==> config.mk <==
export PLATFORM = sky130hd
export DESIGN_NAME = serial_sub8_flat
export DESIGN_NICKNAME = d
export VERILOG_FILES = /design/src/rtl/alu_pkg.sv /design/src/rtl/serial_sub8_if.sv /design/src/rtl/serial_sub8_fullsub.sv /design/src/rtl/serial_sub8.sv /design/src/flat_wrapper.sv
export SDC_FILE = /design/constraint.sdc
export NUM_CORES = 1
export LEC_CHECK = 0
export ABC_AREA = 1
export BUFFER_PORTS_ARGS = -buffer_cell sky130_fd_sc_hd__buf_4
export CAP_MARGIN = 25
export CORE_AREA = 5 5 90 58
export DETAILED_ROUTE_END_ITERATION = 8
export DIE_AREA = 0 0 95 63
export PLACE_DENSITY_LB_ADDON = 0.2
export SLEW_MARGIN = 20
export SYNTH_ARGS = -nofsm -noshare
export SYNTH_HDL_FRONTEND = slang
export SYNTH_HIERARCHICAL = 1
export SYNTH_SLANG_ARGS = --single-unit
==> constraint.sdc <==
create_clock -name clk -period 1.42 [get_ports clk]
set_input_delay 0.213 -clock clk [delete_from_list [all_inputs] [get_ports clk]]
set_output_delay 0.213 -clock clk [all_outputs]
set_load 0.01 [all_outputs]
==> src/rtl/alu_pkg.sv <==
// Shared ALU datapath definitions: sequencer states and default operand width.
package alu_pkg;

    localparam int unsigned ALU_W = 8;

    typedef enum logic [1:0] {
        IDLE = 2'd0,
        RUN  = 2'd1,
        DONE = 2'd2
    } state_t;

endpackage

==> src/rtl/serial_sub8_if.sv <==
// Start/busy/done handshake and operand/result bus for the bit-serial subtractor.
interface serial_sub8_if #(
    parameter int unsigned N = 8
);
    logic         start;
    logic [N-1:0] A;
    logic [N-1:0] B;
    logic         Bin;
    logic [N-1:0] D;
    logic         Bout;
    logic         busy;
    logic         done;

    modport master (
        output start, A, B, Bin,
        input  D, Bout, busy, done
    );

    modport slave (
        input  start, A, B, Bin,
        output D, Bout, busy, done
    );
endinterface

==> src/rtl/serial_sub8_fullsub.sv <==
// One-bit combinational full subtractor: diff = x - y - bin, bout = borrow out.
module fullsub (
    input  logic x,
    input  logic y,
    input  logic bin,
    output logic diff,
    output logic bout
);
    assign diff = x ^ y ^ bin;
    assign bout = (~x & y) | (~(x ^ y) & bin);
endmodule

==> src/rtl/serial_sub8.sv <==
// Bit-serial subtractor D = A - B - Bin, LSB first, one full-subtractor cell
// and a registered borrow; N-cycle latency behind a start/busy/done handshake.
module serial_sub8
    import alu_pkg::*;
#(
    parameter int unsigned N = ALU_W
) (
    input logic          clk,
    input logic          rst_n,
    serial_sub8_if.slave bus
);
    localparam int unsigned CW = $clog2(N);
    localparam logic [CW-1:0] LAST = CW'(N - 1);

    state_t        state, state_nx;
    logic [N-1:0]  a_sh, b_sh, res_sh, d_q;
    logic [CW-1:0] cnt;
    logic          borrow, bout_q;
    logic          diff_c, bout_c;
    logic          busy_c, done_c;

    fullsub u_fullsub (
        .x    (a_sh[0]),
        .y    (b_sh[0]),
        .bin  (borrow),
        .diff (diff_c),
        .bout (bout_c)
    );

    always_comb begin
        state_nx = state;
        busy_c   = 1'b0;
        done_c   = 1'b0;
        case (state)
            IDLE: if (bus.start) state_nx = RUN;
            RUN: begin
                busy_c = 1'b1;
                if (cnt == LAST) state_nx = DONE;
            end
            DONE: begin
                done_c   = 1'b1;
                state_nx = IDLE;
            end
            default: state_nx = IDLE;
        endcase
    end

    always_ff @(posedge clk or negedge rst_n) begin
        if (!rst_n) begin
            state  <= IDLE;
            a_sh   <= '0;
            b_sh   <= '0;
            res_sh <= '0;
            borrow <= 1'b0;
            cnt    <= '0;
            d_q    <= '0;
            bout_q <= 1'b0;
        end else begin
            state <= state_nx;
            case (state)
                IDLE: begin
                    if (bus.start) begin
                        a_sh   <= bus.A;
                        b_sh   <= bus.B;
                        borrow <= bus.Bin;
                        cnt    <= '0;
                    end
                end
                RUN: begin
                    a_sh   <= a_sh >> 1;
                    b_sh   <= b_sh >> 1;
                    res_sh <= {diff_c, res_sh[N-1:1]};
                    borrow <= bout_c;
                    cnt    <= cnt + CW'(1);
                    // Result registers move only on the completion edge so D/Bout stay stable between ops.
                    if (cnt == LAST) begin
                        d_q    <= {diff_c, res_sh[N-1:1]};
                        bout_q <= bout_c;
                    end
                end
                default: ;
            endcase
        end
    end

    assign bus.D    = d_q;
    assign bus.Bout = bout_q;
    assign bus.busy = busy_c;
    assign bus.done = done_c;
endmodule

==> src/flat_wrapper.sv <==
// flat-port wrapper written by rule: the top's interface ports become plain ports
module serial_sub8_flat import alu_pkg::*;
#(
    parameter int unsigned N = ALU_W
)
  (clk, rst_n, bus_start, bus_A, bus_B, bus_Bin, bus_D, bus_Bout, bus_busy, bus_done);
  serial_sub8_if #(.N(N)) bus_i ();
  input logic clk;
  input logic rst_n;
  input wire logic [$bits(bus_i.start)-1:0] bus_start;
  input wire logic [$bits(bus_i.A)-1:0] bus_A;
  input wire logic [$bits(bus_i.B)-1:0] bus_B;
  input wire logic [$bits(bus_i.Bin)-1:0] bus_Bin;
  output wire logic [$bits(bus_i.D)-1:0] bus_D;
  output wire logic [$bits(bus_i.Bout)-1:0] bus_Bout;
  output wire logic [$bits(bus_i.busy)-1:0] bus_busy;
  output wire logic [$bits(bus_i.done)-1:0] bus_done;
  assign bus_i.start = bus_start;
  assign bus_i.A = bus_A;
  assign bus_i.B = bus_B;
  assign bus_i.Bin = bus_Bin;
  assign bus_D = bus_i.D;
  assign bus_Bout = bus_i.Bout;
  assign bus_busy = bus_i.busy;
  assign bus_done = bus_i.done;
  serial_sub8 #(.N(N)) u_core (.clk(clk), .rst_n(rst_n), .bus(bus_i));
endmodule
==> summary.txt <==
Outcome
  – Outcome: finished clean

STA
  – Post-route clock skew: 0.00519 ns
  – Final worst-path setup slack: 0.0618 ns
  – F_max: 736 MHz
  – Final hold vios: 0
  – Final period utilization: 95.6%
  – Worst slew margin: 68.4%
  – Tightest Pin Transition: 0.474 ns
  – Hold Slack: 0.180 ns
  – Final Max Tran Viols: 0
  – RSZ-0062 raised after global routing: yes
  – Final setup viols: 0
  – Final Critical Period: 1.36 ns

Floorplan
  – Die width: 95 um
  – I/O pins: 31
  – Die area: 5990 um2
  – Initial core utilization: 42.5%
  – Die Span Y: 63 um
  – Placement row count: 19
  – Core area: 4370 um2

Routing
  – Wire per inst: 10.9 um
  – Drt drc: 0
  – Via/cell ratio: 4.37
  – Post-Route WL: 3.60 mm
  – DR pass1 iterations: 4
  – Routed Antenna Nets: 0
  – DRT iter0 DRCs: 79
  – Vias: 1437

Worst hold path
  – Hold_sp: bus_A[7]
  – Hold endpoint: u_core/a_sh[7]
  – HP Class: input pin to register
  – Hold Path Depth: 3

Critical path
  – Reg2Reg Depth: 6
  – Critical Path AT: 1.15 ns
  – R2R Setup Slk: 0.09 ns
  – CP Capture Type: primary output
  – Slowest CP cell: dfrtp_2
  – Crit path max fanout: 6
  – Worst path required time: 1.21 ns
  – CP Launch Type: register
  – Worst r2r dst: u_core/bus.D[0]
  – Setup Crit Path Kind: register to primary output
  – Slowest cell delay on critical path: 0.42 ns
  – CP Cell Sequence: inv_2, nor2_4, buf_6, buf_4
  – Worst R2R Start: u_core/cnt[0]

Synth
  – Sequential-to-total area share from yosys stat: 51.1%
  – Top cell type by total area after synthesis: dfrtp_1
  – Syn Nets: 248
  – Avg Inst Size Synth: 8.27 um2
  – Most frequent cell after synthesis: nand2_1
  – Yosys top cell area share: 51.1%
  – Distinct cells, synth: 20
  – Number of synthesized register bits: 38
  – Synth Flop Type: dfrtp_1
  – Synth cell count leaders: nand2_1 (74), inv_1 (42), dfrtp_1 (38), nand3_1 (31)
  – Yosys synthesis warning count: 6
  – Largest cells by area after synthesis: dfrtp_1 (51%), nand2_1 (15%), inv_1 (8.5%)
  – Post-Synthesis Cells: 225
  – Async SR Flop Fraction: 100%
  – Synthesized area: 1860 um2
  – Number of synthesized flops with an enable pin: 0

Global routing
  – Global-route track usage on met1: 20.7%
  – Vias in the first global route: 1328
  – Total grt overflow: 0
  – Initial antenna violation count: 0
  – GR Layer Usage met3: 4.69%
  – First-pass GRT wire length: 6.26 mm
  – Grt met2 use: 17.2%
  – GRT Max-Usage Layer: met1
  – Gr usage total: 13.5%
  – Largest net degree at the start of global routing: 39

Final layout
  – Layout cells sized above 1: 24.4%
  – Final nets: 288
  – Final core occ: 52.5%
  – Area Growth Syn to Fin: 23.5%
  – Antenna cells: 0

Power and ir drop
  – PwrDens: 2110 nW/um2
  – Leak: 1.29 nW
  – Worst vdd ir: 0.000770 V

Flow run
  – Max_cap viols: 0

Placement
  – HPWL after DPL: 2.40 mm
  – Port Buf Inserts: 30
  – RD Place Congestion: 0.738
  – Setup WS pre-CTS: 0.0655 ns

Clocking
  – CTS tree: yes
  – CTS Buf Count: 5
  – Root Buffer: clkbuf_8
  – Htree depth: 2
  – Clk sink count: 38
  – Clk buf depth: 2
  – CTS clk-pin slew, worst paths: 0.07 ns
  – Clk_lat worst skew: 0.29 ns
## flip-flops by register name (all words and copies together) (netlist names)
name,flops
u_core/a_sh,8
u_core/borrow,1
u_core/cnt,3
u_core/bus.D,8
u_core/state,2
u_core/b_sh,8
u_core/res_sh,7
u_core/bus.Bout,1
## through the flow
stage	power [mW]	TNS [ns]	cells	cell area (um2)
2_1_floorplan	3.46	0	225	1860
6_report	4.86	0	329	2300
5_1_grt	5.36	-0.0103	329	2300
4_1_cts	4.87	0	326	2270
3_3_place_gp	4.03	0	316	2150
3_5_place_dp	4.06	0	316	2150
## power breakdown
group          switching, mW  internal (mW)  total, mW
logic                   1.25          0.963       2.21
clock network          0.363          0.392      0.755
registers              0.296           1.60       1.89
total                   1.90           2.95       4.86
## critical path: cells and delay by family, from the launching register on
family | cells | cell delay (ns)
flops | 1 | 0.42
simple gates | 1 | 0.12
buf+inv | 3 | 0.31
## worst max path at each step
stage	end	start	depth (start not counted)
global placement	u_core/bus.D[3]	u_core/cnt[0]	6
global route	bus_busy	u_core/state[0]	4
CTS	bus_done	u_core/state[0]	3
finish	bus_busy	u_core/state[0]	4
floorplan	u_core/bus.D[0]	u_core/cnt[0]	6
detailed placement	u_core/bus.D[0]	u_core/cnt[0]	6
## kinds of logic (layout without fill, tap and decap cells)
logic type      Yosys count  in the layout  synth area share (%)
simple gates            111            111                  25.6
buf+inv                  54             95                  13.6
flops                    38             38                  51.1
compound gates           19             19                  7.33
fa+ha+maj                 3              3                  2.42
## area by class of cell
cell class	count	area (um2)
fill	432	2080
sequential	38	952
multi-input combinational	133	657
timing repair buffer	43	353
inverter	44	165
clock buffer	7	86.3
tap	63	78.8
clock inverter	1	5.00
## repair_timing
| action | 4_1_cts | 5_1_grt |
|---|---|---|
| hold buffers | 1 | 0 |
| hold endpoints to repair | 38 | 0 |
| gates resized for setup | 2 | 3 |
| setup endpoints to repair | 1 | 4 |
| setup buffers | 1 | 3 |
## per-layer routing
| metal | up-vias | wire [um] |
|---|---|---|
| met2 | 43 | 1450 |
| li1 | 756 | - |
| met4 | 0 | 38 |
| met5 | - | 0 |
| met3 | 4 | 259 |
| met1 | 634 | 1850 |
## placed cells by master, fill, tap and decap left out
cell | netlist | final
clkbuf_1 | 1 | 1
inv_2 | 2 | 2
nand3_1 | 31 | 31
buf_12 | 0 | 1
nor2_1 | 2 | 2
buf_6 | 5 | 2
nor2_4 | 1 | 1
o21ai_2 | 7 | 7
nand2_2 | 2 | 2
clkinv_2 | 0 | 1
nand2_1 | 74 | 74
inv_1 | 42 | 42
nand2_4 | 1 | 1
dfrtp_1 | 38 | 37
dlygate4sd3_1 | 0 | 1
dfrtp_2 | 0 | 1
o21ai_0 | 3 | 3
ha_1 | 2 | 2
buf_4 | 3 | 38
clkbuf_8 | 0 | 6
o21ai_1 | 7 | 7
o21ai_4 | 1 | 1
a21oi_2 | 1 | 1
fa_1 | 1 | 1
buf_8 | 0 | 1
Note: power is estimated with default switching activity, not from simulation.
